### src/rtl/ex_mem_pipe.sv
// EX/MEM pipeline register: carries register-file and HI/LO write-back fields,
// inserts bubbles or holds from the stall vector, and parks multi-cycle accumulate state.
module ex_mem_pipe #(
  parameter int DATA_W  = 32,
  parameter int ADDR_W  = 5,
  parameter int STALL_W = 6,
  parameter int STAGE   = 3,
  parameter int TEMP_W  = 64,
  parameter int CNT_W   = 2,
  parameter int SCNT_W  = 8
) (
  input  logic              clk,
  input  logic              rst,
  input  logic [STALL_W-1:0] stall,
  input  logic              flush,
  input  logic              ex_valid,
  input  logic [ADDR_W-1:0] ex_wd,
  input  logic              ex_wreg,
  input  logic [DATA_W-1:0] ex_wdata,
  input  logic [DATA_W-1:0] ex_hi,
  input  logic [DATA_W-1:0] ex_lo,
  input  logic              ex_whilo,
  input  logic [TEMP_W-1:0] hilo_temp_i,
  input  logic [CNT_W-1:0]  cnt_i,
  output logic              mem_valid,
  output logic [ADDR_W-1:0] mem_wd,
  output logic              mem_wreg,
  output logic [DATA_W-1:0] mem_wdata,
  output logic [DATA_W-1:0] mem_hi,
  output logic [DATA_W-1:0] mem_lo,
  output logic              mem_whilo,
  output logic [TEMP_W-1:0] hilo_temp_o,
  output logic [CNT_W-1:0]  cnt_o,
  output logic [SCNT_W-1:0] stall_cycles
);

  logic s_here;
  logic s_down;

  assign s_here = stall[STAGE];

  // The last stage has nothing downstream, so a stall there always bubbles.
  generate
    if (STAGE + 1 < STALL_W) begin : g_down
      assign s_down = stall[STAGE+1];
    end else begin : g_no_down
      assign s_down = 1'b0;
    end
  endgenerate

  always_ff @(posedge clk) begin
    if (rst || flush) begin
      mem_valid    <= 1'b0;
      mem_wd       <= '0;
      mem_wreg     <= 1'b0;
      mem_wdata    <= '0;
      mem_hi       <= '0;
      mem_lo       <= '0;
      mem_whilo    <= 1'b0;
      hilo_temp_o  <= '0;
      cnt_o        <= '0;
      stall_cycles <= '0;
    end else if (s_here) begin
      if (!s_down) begin
        // Bubble: downstream drains, execute's partial accumulate is parked here.
        mem_valid   <= 1'b0;
        mem_wd      <= '0;
        mem_wreg    <= 1'b0;
        mem_wdata   <= '0;
        mem_hi      <= '0;
        mem_lo      <= '0;
        mem_whilo   <= 1'b0;
        hilo_temp_o <= hilo_temp_i;
        cnt_o       <= cnt_i;
      end
      if (stall_cycles != {SCNT_W{1'b1}}) begin
        stall_cycles <= stall_cycles + 1'b1;
      end
    end else begin
      mem_valid    <= ex_valid;
      mem_wd       <= ex_wd;
      mem_wreg     <= ex_wreg;
      mem_wdata    <= ex_wdata;
      mem_hi       <= ex_hi;
      mem_lo       <= ex_lo;
      mem_whilo    <= ex_whilo;
      hilo_temp_o  <= '0;
      cnt_o        <= '0;
      stall_cycles <= '0;
    end
  end

endmodule

### config.mk
export PLATFORM = sky130hd
export DESIGN_NAME = ex_mem_pipe
export DESIGN_NICKNAME = d
export VERILOG_FILES = /design/src/rtl/ex_mem_pipe.sv
export SDC_FILE = /design/constraint.sdc
export NUM_CORES = 1
export LEC_CHECK = 0
export ABC_AREA = 1
export BUFFER_PORTS_ARGS = -buffer_cell sky130_fd_sc_hd__buf_4
export CAP_MARGIN = 20
export CORE_ASPECT_RATIO = 2
export CORE_MARGIN = 5
export CORE_UTILIZATION = 35
export DETAILED_ROUTE_END_ITERATION = 7
export HOLD_SLACK_MARGIN = 0.02
export PLACE_DENSITY = 0.7
export SLEW_MARGIN = 25
export SYNTH_ARGS = -nofsm -noshare
export SYNTH_HDL_FRONTEND = slang
export SYNTH_SLANG_ARGS = --single-unit
### constraint.sdc
create_clock -name clk -period 1.27 [get_ports clk]
set_clock_uncertainty 0.05 [all_clocks]
set_input_delay 0.0635 -clock clk [delete_from_list [all_inputs] [get_ports clk]]
set_output_delay 0.0635 -clock clk [all_outputs]
set_load 0.03 [all_outputs]
Word-level counts from Yosys, hierarchy flattened
Index checks and enable logic that the tools add are counted.

cells by class
  equal/unequal tests = 2
  reductions and logical operators = 2
  bitwise gates (word level) = 1
  $add $sub $neg = 1
  muxes and demuxes = 10

operators by type and width
  operator               count
  $mux W32               4
  $mux W5                2
  $add A8 B1 Y8 const B  1
  $ne A8 B8 Y1 const B   1
  $mux W1                4
  $ne A2 B2 Y1 const B   1
  $reduce_or A2 Y1       1
  $logic_or A1 B1 Y1     1
  $not A1 Y1             1

word-level totals
  output and inout port bits = 178
  register bits after elaboration = 178
  logic and storage cells = 26
  input bits = 179

Logic depth before layout (Yosys ltp)
  depth after elaboration = 2
  depth in mapped cells = 7
  mapped depth without buffers = 7

Worst setup path after synthesis
Ideal clock, no wire load.

  path type = register -> register
  start point = register stall_cycles[1]
  end point = register stall_cycles[2]
  setup time = 58 ps
  arrival = 1,408 ps
  slack = -246 ps
  buffers on the path = 0
  data required time = 1,162 ps
  period minus slack after synthesis = 1,516 ps
  stages on the path, launching flop included = 8
  cell sequence = dfxtp_1 > ha_1 > nand2_1 > nor2_1 > nand2_1 > nand2_1 > o211ai_1 > inv_1

on the way
  cells in the longest elaborated chain, start to end = 1
  elaborated cells on any way between the ends = 2
  classes of those cells = add/sub (1); eq/ne (1)

ends and longest elaborated chain
  item                                           line    RTL
  start, declared                                34      output logic [SCNT_W-1:0] stall_cycles
  start signal, assigned                         77      stall_cycles <= stall_cycles + 1'b1;
  $add A8 B1 Y8 or $ne A8 B8 Y1 (tied branches)  77, 76

Parallel ways exist; a longest one is shown, timed or not.
A chain may end at the register's enable or synchronous reset.

Final worst setup path
  start point = register stall_cycles[0]
  end point = output port stall_cycles[0]

No word-level cell between the ends.

==> metrics.txt <==
status=finished, final reports clean; clk_lat worst skew=0.43 ns; number of diodes=0; setup violation total in the final timing report=0; clock sinks=between 150 and 200; area of the mapped netlist=between 6000 and 7000 µm²; CTS root buf=clkbuf_16; reg-to-reg endpoint=stall_cycles[2]; Cells after Synth=roughly 800; WP data required=between 1 and 1.5 ns; peak supply drop=approximately 0.82 mV; Multi-input gate area=approximately 2500 µm²; Synth Area in Simple Gates=0.2395; DRC viols=0; Seq/Total Area, Yosys=0.5493; clock slew at reported path FFs=~0.07 ns; RD Place Congestion=between 0.8 and 0.9; Yosys reg bits=178; CTS Buf Count=17; R2R setup slack=around 0.090 ns; Tmin final=1.192 ns; hold path cells=4; WP data arrival=~1.1 ns; Total Power=about 0.013 W; Synth Area in Compound Gates=0.1408; largest family of logic cells by synthesized area=simple AND/OR/NAND/NOR gates; Layout fillers=1400; post-synthesis adder-cell area fraction=0.001929; fraction of layout cells with a size suffix above 1=0.3243; synth warn=0; CP max FO=4; max-capacitance violation count=0; reg2reg start=stall_cycles[0]; Slew HR=0.6968; Worst Hold Endpoint=hilo_temp_o[1]; wire per inst=approximately 17 µm; die area=around 22000 µm²; fmax=about 0.84 GHz; Worst Tran Pin Value=roughly 0.45 ns; Place WS=-0.005408 ns; largest net degree at the start of global routing=105; Final Routed Wirelength=approximately 26000 µm; post-synthesis cell type count=19; PwrDens=between 1000 and 1500 nW/µm²; starting density of the core=0.3544; R2R depth=7; clk buf depth=2; worst setup path startpoint=stall_cycles[0]; worst hold-check path type=in -> reg; first-pass GRT wire length=about 39000 µm; row count=70; via count=7618; critical path capture point type=output port; IO Pins=between 300 and 400; Register Area=around 3600 µm²; Final WS setup=around 0.078 ns; H-tree depth=4; Leak=about 5.2 nW; number of global-route vias before repair=about 7700; area delta synth->final=81.02%; Die Height=202.5 µm; Synth Net Count=about 990; WS Path Type=reg -> out; vias per cell=4.921; GR Overflow Total=0; fin crit share=0.9389; initial antenna violation count=0; Core Area=approximately 18000 µm²; RSZ-0062 raised after global routing=true; Startpoint Class=flop; Final nets=1499; CTS tree=built; Port-buffer cells=between 300 and 400; xor/xnor share of the synthesized area=0; DR iter-0 viols=about 360; hold path start=stall[4]; final hold vios=0; DP HPWL=~16000 µm; mux cell area share after synthesis=0; Post-DRT Antenna Nets=0; Die Wd=around 110 µm; gr usage total=0.2279; Syn Area/Cell=around 8 µm²; Final Max Tran Viols=0; Pre-Repair DR Iteration Count=5
==> cells by family (layout without fill, tap and decap cells) <==
kind of cell               Yosys count  in the layout
and+or+nand+nor                    372            372
DFF                                178            178
adders and majority gates            1              1
buffers and inverters               80            601
AOI/OAI and AO/OA                  180            180
==> how the worst max path moves through the flow <==
| stage | to | slack (ns) |
|---|---|---|
| after floorplan | stall_cycles[2] | 0.002 |
| after global placement | stall_cycles[7] | 0.02 |
| after detailed placement | stall_cycles[7] | -0.005 |
| after CTS | stall_cycles[6] | 0.01 |
| after global routing | stall_cycles[4] | -0.001 |
| final | stall_cycles[0] | 0.08 |
==> metal layers <==
metal / vias up / share of wire / wire length (µm) / track usage
met4: 0 / 0.073 / 1871 / 0.1718
met5: - / 0 / 0 / 0
met3: 112 / 0.061 / 1553 / 0.05600
li1: 3690 / - / - / -
met2: 331 / 0.51 / 13090 / 0.3897
met1: 3485 / 0.35 / 9071 / 0.2366
==> flip-flops by register name, indices dropped and copies added (netlist names) <==
signal,cells
mem_hi,32
mem_lo,32
mem_wreg,1
mem_wdata,32
mem_wd,5
stall_cycles,8
hilo_temp_o,64
cnt_o,2
mem_valid,1
mem_whilo,1
==> final cells by class <==
| cell class | count | area share |
|---|---|---|
| Sequential cell | 178 | 0.3043 |
| Clock inverter | 7 | 0.008523 |
| Inverter | 12 | 0.005007 |
| Timing Repair Buffer | 557 | 0.4036 |
| Multi-Input combinational cell | 553 | 0.2143 |
| Clock buffer | 25 | 0.04134 |
| Tap cell | 216 | 0.02301 |
==> stage by stage <==
stage	util	cells	hold WS, ns	TNS, ns	instance area [µm²]
after floorplan	-	811	0.1547	0	6500
after global placement	0.5085	1336	0.2628	0	9308
after detailed placement	0.5085	1336	0.2739	-0.005408	9308
after CTS	0.6347	1540	0.1034	0	11620
after global routing	0.6416	1548	0.1238	-0.001163	11740
final	0.6416	1548	0.1239	0	11740
==> power by group <==
group / internal, W / switching [W] / leakage, nW
clock: 0.00307 / 0.00218 / 0.274
combinational: 0.00105 / 0.000999 / 3.46
sequential: 0.00572 / 0.0000711 / 1.45
total: 0.00983 / 0.00325 / 5.19
==> cells in the final DEF (no fill, tap or decap), types with 3 or more instances in the layout <==
cell type / n
a21oi_1: 170
nor2_2: 3
dlygate4sd3_1: 170
clkbuf_16: 18
nor2_1: 4
buf_4: 373
clkbuf_8: 3
nand2_1: 250
nand3_1: 111
dfxtp_1: 174
clkinvlp_4: 3
buf_12: 8
clkbuf_1: 5
inv_1: 8
==> worst max-delay path: stages, from the launching register on <==
cell and delay [ns]:
dfxtp_4 0.34, buf_4 0.14, buf_4 0.17
==> cells in the mapped netlist <==
master,number,area [µm²]
o211ai_1,1,7.510
or2_1,1,6.260
a21oi_1,173,865.8
buf_2,25,125.1
buf_6,9,101.4
nand2_1,252,945.9
nor2_8,1,20.02
dfxtp_1,178,3563
inv_4,1,6.260
clkinv_2,1,5.000
buf_4,11,82.58
a31oi_2,1,12.51
ha_1,1,12.51
a31oi_1,2,12.51
clkbuf_1,23,86.33
o21ai_0,3,15.01
inv_1,10,37.54
nand3_1,111,555.5
nor2_1,7,26.28
==> timing repair <==
item / 4_1_cts / 5_1_grt
gates resized for setup: 1 / 16
setup buffers: 0 / 6
endpoints found under the setup margin: 2 / 47
gates cloned: 0 / 2
endpoints found under the hold margin: 172 / 0
pin swaps: 0 / 2
hold buffers: 172 / 0
Note: power is estimated with default switching activity, not from simulation.
